==> config.mk <==
export PLATFORM = sky130hd
export DESIGN_NAME = pic_intr_acceptor_flat
export DESIGN_NICKNAME = d
export VERILOG_FILES = /design/src/rtl/pic_intr_acceptor_if.sv /design/src/rtl/pic_intr_acceptor.sv /design/src/flat_wrapper.sv
export SDC_FILE = /design/constraint.sdc
export NUM_CORES = 1
export LEC_CHECK = 0
export CAP_MARGIN = 5
export CORE_MARGIN = 2
export CORE_UTILIZATION = 30
export DETAILED_ROUTE_END_ITERATION = 10
export PLACE_DENSITY = 0.58
export RECOVER_POWER = 50
export SYNTH_ARGS = -nofsm -noshare
export SYNTH_HDL_FRONTEND = slang
export SYNTH_SLANG_ARGS = --single-unit
==> constraint.sdc <==
create_clock -name clk -period 2 [get_ports clk]
set_clock_uncertainty 0.15 [all_clocks]
set_input_delay 0.2 -clock clk [delete_from_list [all_inputs] [get_ports clk]]
set_output_delay 0.2 -clock clk [all_outputs]
set_load 0.02 [all_outputs]
==> src/rtl/pic_intr_acceptor_if.sv <==
// Handshake bundle between the PIC, the IVT memory port, the CPU core and the acceptor.
// The slave modport is the acceptor's view; master is the environment driving it.
interface pic_intr_acceptor_if #(
    parameter int unsigned ADDR_W = 20
);
    logic              interrupt_valid;
    logic [7:0]        interrupt_data;
    logic              interrupt_ack;
    logic              irq_enable;

    logic              m_axis_mem_req_tvalid;
    logic              m_axis_mem_req_tready;
    logic [ADDR_W-1:0] m_axis_mem_req_tdata;

    logic              s_axis_mem_res_tvalid;
    logic              s_axis_mem_res_tready;
    logic [15:0]       s_axis_mem_res_tdata;

    logic              m_axis_intr_tvalid;
    logic              m_axis_intr_tready;
    logic [39:0]       m_axis_intr_tdata;

    modport master (
        output interrupt_valid, interrupt_data, irq_enable,
        output m_axis_mem_req_tready,
        output s_axis_mem_res_tvalid, s_axis_mem_res_tdata,
        output m_axis_intr_tready,
        input  interrupt_ack,
        input  m_axis_mem_req_tvalid, m_axis_mem_req_tdata,
        input  s_axis_mem_res_tready,
        input  m_axis_intr_tvalid, m_axis_intr_tdata
    );

    modport slave (
        input  interrupt_valid, interrupt_data, irq_enable,
        input  m_axis_mem_req_tready,
        input  s_axis_mem_res_tvalid, s_axis_mem_res_tdata,
        input  m_axis_intr_tready,
        output interrupt_ack,
        output m_axis_mem_req_tvalid, m_axis_mem_req_tdata,
        output s_axis_mem_res_tready,
        output m_axis_intr_tvalid, m_axis_intr_tdata
    );
endinterface

==> src/rtl/pic_intr_acceptor.sv <==
// Accepts a PIC vector, fetches its real-mode IVT entry (IP then CS) and hands
// {vector, CS, IP} to the CPU core. All outputs come straight from registers.
module pic_intr_acceptor #(
    parameter int unsigned       ADDR_W   = 20,
    parameter logic [ADDR_W-1:0] IVT_BASE = '0
) (
    input logic                clk,
    input logic                resetn,
    pic_intr_acceptor_if.slave bus
);

    typedef enum logic [2:0] {
        S_IDLE,
        S_ACK,
        S_RD_IP_REQ,
        S_RD_IP_RES,
        S_RD_CS_REQ,
        S_RD_CS_RES,
        S_OUT
    } state_t;

    state_t            state_q;
    logic [7:0]        vector_q;
    logic [15:0]       ip_q;
    logic              ack_q;
    logic              req_tvalid_q;
    logic [ADDR_W-1:0] req_tdata_q;
    logic              res_tready_q;
    logic              intr_tvalid_q;
    logic [39:0]       intr_tdata_q;

    logic [ADDR_W-1:0] ip_addr_d;
    logic [ADDR_W-1:0] cs_addr_d;

    // Each IVT entry is 4 bytes; the add wraps naturally at ADDR_W bits.
    assign ip_addr_d = IVT_BASE + ADDR_W'({vector_q, 2'b00});
    assign cs_addr_d = req_tdata_q + ADDR_W'(2);

    always_ff @(posedge clk or negedge resetn) begin
        if (!resetn) begin
            state_q       <= S_IDLE;
            vector_q      <= '0;
            ip_q          <= '0;
            ack_q         <= 1'b0;
            req_tvalid_q  <= 1'b0;
            req_tdata_q   <= '0;
            res_tready_q  <= 1'b0;
            intr_tvalid_q <= 1'b0;
            intr_tdata_q  <= '0;
        end else begin
            case (state_q)
                S_IDLE: begin
                    if (bus.interrupt_valid && bus.irq_enable) begin
                        ack_q    <= 1'b1;
                        vector_q <= bus.interrupt_data;
                        state_q  <= S_ACK;
                    end
                end
                // Ack lasts exactly this cycle; the PIC drops valid on the same edge.
                S_ACK: begin
                    ack_q        <= 1'b0;
                    req_tvalid_q <= 1'b1;
                    req_tdata_q  <= ip_addr_d;
                    state_q      <= S_RD_IP_REQ;
                end
                S_RD_IP_REQ: begin
                    if (bus.m_axis_mem_req_tready) begin
                        req_tvalid_q <= 1'b0;
                        res_tready_q <= 1'b1;
                        state_q      <= S_RD_IP_RES;
                    end
                end
                S_RD_IP_RES: begin
                    if (bus.s_axis_mem_res_tvalid) begin
                        ip_q         <= bus.s_axis_mem_res_tdata;
                        res_tready_q <= 1'b0;
                        req_tvalid_q <= 1'b1;
                        req_tdata_q  <= cs_addr_d;
                        state_q      <= S_RD_CS_REQ;
                    end
                end
                S_RD_CS_REQ: begin
                    if (bus.m_axis_mem_req_tready) begin
                        req_tvalid_q <= 1'b0;
                        res_tready_q <= 1'b1;
                        state_q      <= S_RD_CS_RES;
                    end
                end
                S_RD_CS_RES: begin
                    if (bus.s_axis_mem_res_tvalid) begin
                        res_tready_q  <= 1'b0;
                        intr_tvalid_q <= 1'b1;
                        intr_tdata_q  <= {vector_q, bus.s_axis_mem_res_tdata, ip_q};
                        state_q       <= S_OUT;
                    end
                end
                S_OUT: begin
                    if (bus.m_axis_intr_tready) begin
                        intr_tvalid_q <= 1'b0;
                        state_q       <= S_IDLE;
                    end
                end
                default: begin
                    ack_q         <= 1'b0;
                    req_tvalid_q  <= 1'b0;
                    res_tready_q  <= 1'b0;
                    intr_tvalid_q <= 1'b0;
                    state_q       <= S_IDLE;
                end
            endcase
        end
    end

    assign bus.interrupt_ack         = ack_q;
    assign bus.m_axis_mem_req_tvalid = req_tvalid_q;
    assign bus.m_axis_mem_req_tdata  = req_tdata_q;
    assign bus.s_axis_mem_res_tready = res_tready_q;
    assign bus.m_axis_intr_tvalid    = intr_tvalid_q;
    assign bus.m_axis_intr_tdata     = intr_tdata_q;

endmodule

==> src/flat_wrapper.sv <==
// flat-port wrapper written by rule: the top's interface ports become plain ports
module pic_intr_acceptor_flat 
#(
    parameter int unsigned       ADDR_W   = 20,
    parameter logic [ADDR_W-1:0] IVT_BASE = '0
)
  (clk, resetn, bus_interrupt_valid, bus_interrupt_data, bus_irq_enable, bus_m_axis_mem_req_tready, bus_s_axis_mem_res_tvalid, bus_s_axis_mem_res_tdata, bus_m_axis_intr_tready, bus_interrupt_ack, bus_m_axis_mem_req_tvalid, bus_m_axis_mem_req_tdata, bus_s_axis_mem_res_tready, bus_m_axis_intr_tvalid, bus_m_axis_intr_tdata);
  pic_intr_acceptor_if #(.ADDR_W(ADDR_W)) bus_i ();
  input logic clk;
  input logic resetn;
  input wire logic [$bits(bus_i.interrupt_valid)-1:0] bus_interrupt_valid;
  input wire logic [$bits(bus_i.interrupt_data)-1:0] bus_interrupt_data;
  input wire logic [$bits(bus_i.irq_enable)-1:0] bus_irq_enable;
  input wire logic [$bits(bus_i.m_axis_mem_req_tready)-1:0] bus_m_axis_mem_req_tready;
  input wire logic [$bits(bus_i.s_axis_mem_res_tvalid)-1:0] bus_s_axis_mem_res_tvalid;
  input wire logic [$bits(bus_i.s_axis_mem_res_tdata)-1:0] bus_s_axis_mem_res_tdata;
  input wire logic [$bits(bus_i.m_axis_intr_tready)-1:0] bus_m_axis_intr_tready;
  output wire logic [$bits(bus_i.interrupt_ack)-1:0] bus_interrupt_ack;
  output wire logic [$bits(bus_i.m_axis_mem_req_tvalid)-1:0] bus_m_axis_mem_req_tvalid;
  output wire logic [$bits(bus_i.m_axis_mem_req_tdata)-1:0] bus_m_axis_mem_req_tdata;
  output wire logic [$bits(bus_i.s_axis_mem_res_tready)-1:0] bus_s_axis_mem_res_tready;
  output wire logic [$bits(bus_i.m_axis_intr_tvalid)-1:0] bus_m_axis_intr_tvalid;
  output wire logic [$bits(bus_i.m_axis_intr_tdata)-1:0] bus_m_axis_intr_tdata;
  assign bus_i.interrupt_valid = bus_interrupt_valid;
  assign bus_i.interrupt_data = bus_interrupt_data;
  assign bus_i.irq_enable = bus_irq_enable;
  assign bus_i.m_axis_mem_req_tready = bus_m_axis_mem_req_tready;
  assign bus_i.s_axis_mem_res_tvalid = bus_s_axis_mem_res_tvalid;
  assign bus_i.s_axis_mem_res_tdata = bus_s_axis_mem_res_tdata;
  assign bus_i.m_axis_intr_tready = bus_m_axis_intr_tready;
  assign bus_interrupt_ack = bus_i.interrupt_ack;
  assign bus_m_axis_mem_req_tvalid = bus_i.m_axis_mem_req_tvalid;
  assign bus_m_axis_mem_req_tdata = bus_i.m_axis_mem_req_tdata;
  assign bus_s_axis_mem_res_tready = bus_i.s_axis_mem_res_tready;
  assign bus_m_axis_intr_tvalid = bus_i.m_axis_intr_tvalid;
  assign bus_m_axis_intr_tdata = bus_i.m_axis_intr_tdata;
  pic_intr_acceptor #(.ADDR_W(ADDR_W), .IVT_BASE(IVT_BASE)) u_core (.clk(clk), .resetn(resetn), .bus(bus_i));
endmodule
After elaboration in Yosys (flattened, before gate mapping)
Cells that the tools add are included.
{"block": "op_classes", "n_reduce_logical": 18, "addsub": 1, "n_eq_ne": 14, "n_bitwise": 4, "n_mux": 19}
{"op": "$pmux 20 s2", "n": 1}
{"op": "$pmux 3 s7", "n": 1}
{"op": "$add 20x2->20 const B", "n": 1}
{"op": "$mux 20", "n": 1}
{"op": "$mux 3", "n": 6}
{"op": "$ne 2x2->1 const B", "n": 5}
{"op": "$reduce_and 2->1", "n": 5}
{"op": "$reduce_or 5->1", "n": 2}
{"op": "$eq 3x3->1 const B", "n": 3}
{"op": "$reduce_and 3->1", "n": 3}
{"op": "$eq 3x2->1 const B", "n": 2}
{"op": "$mux 1", "n": 6}
{"op": "$ne 2x1->1 const B", "n": 3}
{"op": "$pmux 1 s3", "n": 2}
{"op": "$reduce_and 6->1", "n": 1}
{"op": "$reduce_or 3->1", "n": 2}
{"op": "$not 1->1", "n": 4}
{"op": "$pmux 1 s4", "n": 1}
{"op": "$reduce_or 2->1", "n": 2}
{"op": "$eq 3x1->1 const B", "n": 1}
{"op": "$logic_not 3->1", "n": 1}
{"op": "$pmux 1 s2", "n": 1}
{"op": "$reduce_bool 2->1", "n": 1}
{"op": "$logic_and 1x1->1", "n": 1}
{"block": "totals", "reg_bits": 91, "output_inout_bits": 64, "inputBits": 31, "word_cells": 65}

Logic depth before layout (Yosys ltp)
Gate-level depths: netlist of run 1.
{"block": "depth", "ltp_word": 4, "mapped_depth": 7}

Worst setup path before layout of run 1
Ideal clock, no wire load.
{"block": "synth_timing", "path_kind": "reg-to-reg", "startpoint": "register u_core.req_tdata_q[3], in the netlist u_core.bus.m_axis_mem_req_tdata[3]", "endpoint": "register u_core.req_tdata_q[14], in the netlist u_core.bus.m_axis_mem_req_tdata[14]", "setup_time_ns": 0.078, "t_arrival_ns": 1.611, "path_slack_ns": 0.161, "synth_period_minus_slack_ns": 1.839, "path_stages_with_launch": 6, "path_cell_list": "dfrtp_1 -> and4_1 -> clkbuf_1 -> o2111ai_2 -> or3_1 -> a21oi_1"}
{"block": "synth_between", "elab_chain_cells": 3}
{"item": "start, declared", "line_no": "pic_intr_acceptor.sv:27", "text": "logic [ADDR_W-1:0] req_tdata_q;"}
{"item": "start signal, assigned", "line_no": "pic_intr_acceptor.sv:63", "text": "req_tdata_q <= ip_addr_d;"}
{"item": "start signal, assigned", "line_no": "pic_intr_acceptor.sv:78", "text": "req_tdata_q <= cs_addr_d;"}
{"item": "$add 20x2->20", "line_no": "pic_intr_acceptor.sv:37", "text": "assign cs_addr_d = req_tdata_q + ADDR_W'(2);"}
{"item": "$mux 20", "line_no": "pic_intr_acceptor.sv:74", "text": "if (bus.s_axis_mem_res_tvalid) begin"}
{"item": "$pmux 20 s2", "line_no": "pic_intr_acceptor.sv:51", "text": "case (state_q)"}
Every way passes these cells. The select of a mux whose other input is x is not followed.
A chain may end at the register's enable or synchronous reset.

Worst setup path in the final report of run 1
{"block": "layout_timing", "startpoint": "register u_core.state_q[2]", "endpoint": "register u_core.intr_tdata_q[23], in the netlist u_core.bus.m_axis_intr_tdata[23]"}
{"block": "layout_between", "elab_chain_cells": 2}
{"item": "start, declared", "line_no": "pic_intr_acceptor.sv:22", "text": "state_t state_q;"}
{"item": "start signal, assigned", "line_no": "pic_intr_acceptor.sv:41", "text": "state_q <= S_IDLE;"}
{"item": "start signal, assigned", "line_no": "pic_intr_acceptor.sv:56", "text": "state_q <= S_ACK;"}
{"item": "start signal, assigned", "line_no": "pic_intr_acceptor.sv:64", "text": "state_q <= S_RD_IP_REQ;"}
{"item": "$eq 3x3->1", "line_no": "pic_intr_acceptor.sv:51"}
{"item": "$reduce_and 2->1 (no line)"}
{"item": "end signal, assigned", "line_no": "pic_intr_acceptor.sv:93", "text": "intr_tdata_q <= {vector_q, bus.s_axis_mem_res_tdata, ip_q};"}
{"item": "end, declared", "line_no": "pic_intr_acceptor.sv:30", "text": "logic [39:0] intr_tdata_q;"}
Every way passes these cells.

==> key figures, run 1 <==
Outcome
  • Outcome: finished clean

Clocking
  • Clock latency on the worst-skew pair: roughly 0.33 ns
  • CTS buffer count: 9
  • Post CTS Setup Buffer Count: 0
  • CTS root buf: clkbuf_16
  • CTS H-tree lvls: 3
  • CTS clk-pin slew, worst paths: roughly 0.07 ns
  • Clock Sinks: 90
  • TritonCTS clock tree: done
  • Max clock buf depth: 2

Critical path
  • CP required: 2.07 ns
  • Stages on the worst setup path: 4
  • Crit path capture type: register
  • CP bufs+invs: 2
  • Crit path largest cell delay: 0.56 ns
  • Worst-path fanout max: 23
  • Setup CP Type: register to register
  • Slowest CP cell: or3_2
  • Crit-path cells: inv_1 > or3_2 > buf_12 > mux2_2
  • Worst r2r path cells: 4
  • Crit-path leading delay family: simple AND/OR/NAND/NOR gates
  • Worst Setup Start Kind: register
  • Arrival @ worst endpoint: ~2.0 ns

Synth
  • Avg Cell Area, Syn: 11.29 µm²
  • Largest area contributor in the netlist: dfrtp_1
  • Post-Syn Nets: around 370
  • Combinational family with the most area after synthesis: multiplexers
  • Top-count cell post-synth: dfrtp_1
  • XOR/XNOR share of the synthesized area: less than 1%
  • Seq/Total Area, Yosys: 58.84%
  • Synth cell types: 39
  • Synth cell count leaders: dfrtp_1 (90), nand2_1 (69), mux2_2 (48), o21ai_0 (27), a21oi_1 (21)
  • FF+latch count, synth: 90
  • Synth warnings: 0
  • Post-synthesis instance total: roughly 340
  • Predominant post-synthesis flop cell: dfrtp_1
  • Synth Area in Adders: 0.3269%
  • Yosys top cell area share: 58.84%
  • Mux contribution to synthesized area: 14.65%
  • Post-Syn Area: ~3800 µm²
  • Post-synth EDFFs: 0
  • Synth Area in Compound Gates: 8.990%
  • Post-Synth Simple-Gate Area: approximately 14%
  • FFs w/ async S/R, synth: between 90% and 100%
  • Synth top area cells: dfrtp_1 (59%), mux2_2 (14%), nand2_1 (6.8%)

STA
  • Setup_tns: 0 ns
  • Fmax: 0.5143 GHz
  • Worst hold slack: 0.2741 ns
  • Relative slew margins: roughly a quarter
  • Final Max Slew Viols: 0
  • Final setup vio count: 0
  • Final min period: 1.944 ns
  • Worst Tran Pin Value: around 1.1 ns
  • Final Hold Viols: 0
  • Final worst-path cycle share: 97.22%

Detailed routing
  • Routed len/inst: around 14 µm
  • 1st-pass router iterations: 4
  • Initial DRC count: roughly 160
  • DR vias: 2941
  • Detailed Route WL: 8947 µm
  • Detail-routed via count per cell: 4.706
  • Drc violations: 0
  • Routed Antenna Nets: 0

Die
  • Num rows: 41
  • Initial Util: 30.58%
  • Die height: 117.0 µm
  • Die X: about 120 µm
  • Ports: 95
  • Die ar.: 13680 µm²
  • Core area: ~13000 µm²

Place
  • GP Congestion: between 0.7 and 0.8
  • Final HPWL DP: 6210 µm
  • PortBufs: 93
  • Placed Area: 5100 µm²

Pwr
  • Leak Pwr: ~2.4 nW
  • Overall power: about 8 mW
  • Peak supply drop: ~0.54 mV
  • Pwr dens: 1441 nW/µm²

Final layout
  • # fillers: approximately 1.2k
  • Final core utilization: 43.45%
  • Area Growth Syn to Fin: 42.11%
  • Nets: 480
  • Final Cell Area: 5439 µm²
  • N_diodes: 0
  • Layout cells sized above 1: 21.41%

Min path
  • Hold Crit Depth: 3
  • HP Class: input port to register

Global routing
  • Vias in the first global route: about 3k
  • Initial antenna violation count: 0
  • Met2 Use GR: 22.81%
  • Total gr overflow: 0
  • GRT Overall Usage: 14.04%
  • Largest net degree at the start of global routing: 91
  • Met3 usage: just under 4%
  • Busiest layer in global routing: met2
  • Global Route met1 Usage: 18.48%
  • First-pass GRT wire length: 14810 µm

Job
  • # Max-Cap Violations: 0
-- per-stage QoR --
step                      std cells  setup WS (ns)
after floorplan                 339         0.1610
after global placement          608        -0.1175
after detailed placement        608        -0.1349
after CTS                       625        0.04756
after global routing            625      -0.008358
final                           625        0.05568
-- final timing paths --
| check | slack [ns] | start | end |
|---|---|---|---|
| setup / recovery | 0.06 | u_core.state_q[2] | u_core.bus.m_axis_intr_tdata[23] |
| setup reg to reg | 0.06 | u_core.state_q[2] | u_core.bus.m_axis_intr_tdata[23] |
| max in group asynchronous | 0.36 | resetn | u_core.state_q[1] |
| min in group asynchronous | 0.58 | resetn | u_core.bus.m_axis_intr_tdata[5] |
| hold / removal | 0.27 | bus_s_axis_mem_res_tdata[10] | u_core.ip_q[10] |
| hold reg to reg | 0.32 | u_core.ip_q[6] | u_core.ip_q[6] |
-- cell usage in the layout, fill, tap and decap left out, types with 3 or more instances in the layout --
cell type,count
buf_4,23
nor2_1,6
o21ai_0,27
nand3_1,8
a21oi_1,21
mux2_2,48
clkbuf_16,9
dfrtp_1,89
clkdlybuf4s50_1,92
inv_1,3
and4_1,3
nand2_1,69
or3_1,8
clkinv_4,3
-- worst reg2reg max path, delay by kind of cell (launching register included) --
family | cells | cell delay [ns]
muxes | 1 | 0.29
buffers and inverters | 2 | 0.31
DFF | 1 | 0.51
and+or+nand+nor | 1 | 0.56
-- where the power goes --
part | switching (mW) | internal, mW | leakage [nW]
sequential | 0.479 | 2.50 | 1.15
combinational | 1.49 | 1.55 | 1.11
clock | 0.724 | 1.11 | 0.156
total | 2.69 | 5.15 | 2.41
-- per-layer routing --
layer,routed length (µm),part of all wire (%)
met4,92,1.0
met1,4103,46
met3,445,5.0
met5,0,0
met2,4306,48
-- registers in the layout (all words and copies together), names as in the netlist --
name,cells
u_core.bus.m_axis_mem_req_tdata,19
u_core.bus.m_axis_intr_tvalid,1
u_core.state_q,3
u_core.bus.interrupt_ack,1
u_core.vector_q,8
u_core.bus.m_axis_mem_req_tvalid,1
u_core.bus.s_axis_mem_res_tready,1
u_core.ip_q,16
u_core.bus.m_axis_intr_tdata,40
-- cell type report --
class	count	area [µm²]	area share, %
Clock buffer	9	225.2	4.141
Inverter	3	11.26	0.2070
Sequential cell	90	2253	41.43
Clock inverter	7	102.6	1.886
Timing Repair Buffer	119	1151	21.16
Tap cell	172	215.2	3.957
Multi-Input combinational cell	225	1480	27.21
-- what timing repair did --
action | CTS | global route
endpoints found under the setup margin | 0 | 7
hold endpoints to repair | 90 | 0
hold buffers | 1 | 0
resized for setup | 0 | 3
-- cells by family after synthesis --
group | Yosys count
other | 1
adder cells (fa/ha/maj) | 1
XOR/XNOR | 3
flip-flops | 90
multiplexers | 50
AND/OR/NAND/NOR | 110
AO/OA/AOI/OAI | 60
buffers and inverters | 24
Power figures use the tool's default switching activity.
==> run 2: changes to the inputs <==
HOLD_SLACK_MARGIN = 0.05   (was not set)
clock period = 2.46 ns   (was 2 ns; I/O delays follow)
==> run 2 against run 1 <==
  * Largest cell class unchanged
  * Combinational power decreased by 28%
  * Register-to-register slack improved by 0.18 ns
  * Via count decreased by 2.9%
  * Critical path type unchanged
  * Sequential cell count unchanged
==> key figures, run 2 (synthesis results as in run 1) <==
Outcome
  • Outcome: finished clean

Die
  • Die height: 117.0 µm (unchanged)
  • Core area: 12520 µm² (unchanged)
  • Num rows: 41 (unchanged)
  • Die ar.: 13680 µm² (unchanged)
  • Ports: 95 (unchanged)
  • Die X: 117.0 µm (unchanged)
  • Initial Util: 30.58% (unchanged)

Clocking
  • CTS root buf: clkbuf_16
  • CTS clk-pin slew, worst paths: 0.07 ns (about the same)
  • CTS buffer count: 9 (unchanged)
  • Gates resized, CTS repair: 0 (unchanged)
  • TritonCTS clock tree: done
  • CTS H-tree lvls: 3 (unchanged)
  • Clock latency on the worst-skew pair: 0.34 ns (about the same)
  • Clock Sinks: 90 (unchanged)
  • Post CTS Setup Buffer Count: 0 (unchanged)
  • Max clock buf depth: 2 (unchanged)

Critical path
  • Worst r2r path cells: 4 (unchanged)
  • Crit path largest cell delay: 0.70 ns (+0.14 ns)
  • CP required: 2.58 ns (+0.51 ns)
  • Crit-path cells: and4b_1 > o2111ai_2 > or3_1 > a21oi_1
  • Stages on the worst setup path: 4 (unchanged)
  • Slowest CP cell: dfrtp_1
  • CP bufs+invs: 0 (-2)
  • Crit path capture type: register
  • Arrival @ worst endpoint: 2.34 ns (+0.33 ns)
  • Crit-path leading delay family: simple AND/OR/NAND/NOR gates
  • Setup CP Type: register to register
  • Worst Setup Start Kind: register
  • Worst-path fanout max: 18 (-22%)

Detailed routing
  • DR vias: 2855 (-2.9%)
  • Detailed Route WL: 8987 µm (+0.45%)
  • Detail-routed via count per cell: 4.696 (-0.21%)
  • Drc violations: 0 (unchanged)
  • Routed Antenna Nets: 0 (unchanged)
  • Routed len/inst: 14.78 µm (+3.3%)
  • Initial DRC count: 131 (-19%)
  • 1st-pass router iterations: 4 (unchanged)

Place
  • Final HPWL DP: 6215 µm (about the same)
  • Post-placement cell count: 591 (-2.8%)
  • GP Congestion: 0.7838 (-0.19%)
  • PortBufs: 93 (unchanged)
  • Placed Area: 4947 µm² (-3.0%)

STA
  • Final min period: 2.229 ns (+0.2845 ns)
  • Setup_tns: 0 ns (unchanged)
  • Relative slew margins: 25.99% (+1.8 points)
  • Final worst-path cycle share: 90.60% (-6.6 points)
  • Worst Tran Pin Value: 1.110 ns (-0.02630 ns)
  • Worst hold slack: 0.3089 ns (+0.03483 ns)
  • RSZ-0062 raised after global routing: false
  • Final setup vio count: 0 (unchanged)
  • Fmax: 0.4487 GHz (-13%)
  • Final Hold Viols: 0 (unchanged)
  • Final Max Slew Viols: 0 (unchanged)

Final layout
  • Fin cells: 608 (-2.7%)
  • Layout cells sized above 1: 17.89% (-3.5 points)
  • Most frequent cells in the layout: dfrtp_1 (90), nand2_1 (69), clkdlybuf4s50_1 (66)
  • Nets: 463 (-3.5%)
  • Largest register FFs: 40 (unchanged)
  • Final Cell Area: 5260 µm² (-3.3%)
  • Area Growth Syn to Fin: 37.43%
  • Commonest non-fill, non-tap cell in the layout: dfrtp_1
  • N_diodes: 0 (unchanged)

Global routing
  • Total gr overflow: 0 (unchanged)
  • Busiest layer in global routing: met2
  • GRT Overall Usage: 14.00% (-0.042 points)
  • First-pass GRT wire length: 14660 µm (-0.98%)
  • Met2 Use GR: 20.96% (-1.8 points)
  • Global Route met1 Usage: 19.49% (+1.0 points)
  • Largest net degree at the start of global routing: 49 (-46%)
  • Initial antenna violation count: 0 (unchanged)
  • Vias in the first global route: 2805 (-4.4%)
  • Met3 usage: 3.193% (-0.67 points)

Pwr
  • Leak Pwr: 2.364 nW (-2.0%)
  • Peak supply drop: 0.4528 mV (-17%)
  • Pwr dens: 1151 nW/µm² (-20%)

Job
  • # Max-Cap Violations: 0 (unchanged)

Min path
  • HP Class: input port to register
  • Hold Crit Depth: 3 (unchanged)
==> run 2: worst reg2reg max path, stage by stage, from the launching register on <==
cell	delay (ns)
dfrtp_1	0.70
and4b_1	0.48
o2111ai_2	0.27
or3_1	0.40
a21oi_1	0.15
==> run 2: path summary, 6_finish.rpt <==
check                                             from                             endpoint  slack (ns)
hold reg to reg                        u_core.ip_q[12]                      u_core.ip_q[12]        0.32
setup / recovery                     u_core.state_q[1]  u_core.bus.m_axis_mem_req_tdata[18]        0.23
max in group asynchronous                       resetn   u_core.bus.m_axis_mem_req_tdata[3]        0.84
setup reg to reg                     u_core.state_q[1]  u_core.bus.m_axis_mem_req_tdata[18]        0.23
min in group asynchronous                       resetn     u_core.bus.m_axis_intr_tdata[21]        0.50
hold / removal             bus_s_axis_mem_res_tdata[6]                       u_core.ip_q[6]        0.31
==> run 2: area by class of cell <==
cell class	instances	area (µm²)
Inverter	3	11.26
Fill cell	1234	7257
Sequential cell	90	2252
Tap cell	172	215.2
Multi-Input combinational cell	225	1468
Clock inverter	6	66.31
Clock buffer	10	239.0
Timing Repair Buffer	102	1008
==> run 2: metal layers <==
metal	vias up	wire length, µm
met5	-	0
met4	0	156
met3	12	472
met2	70	4216
met1	1403	4142
li1	1370	-
==> run 2: what timing repair did <==
item,CTS,global route
endpoints found under the setup margin,0,0
hold buffers,1,0
endpoints found under the hold margin,42,0
==> run 2: stage by stage <==
step                power, mW  util, %  setup WS [ns]
floorplan               3.726        -         0.6210
global placement        4.706    39.52         0.2497
detailed placement      4.777    39.52         0.1786
CTS                     6.212    42.04         0.2393
global route            6.492    42.02        0.04858
finish                  6.053    42.02         0.2312
==> run 2: power by group <==
group          leakage, nW  switching (mW)  internal, mW
logic                 1.07            1.10          1.08
clock network        0.141           0.583         0.815
registers             1.15           0.450          2.03
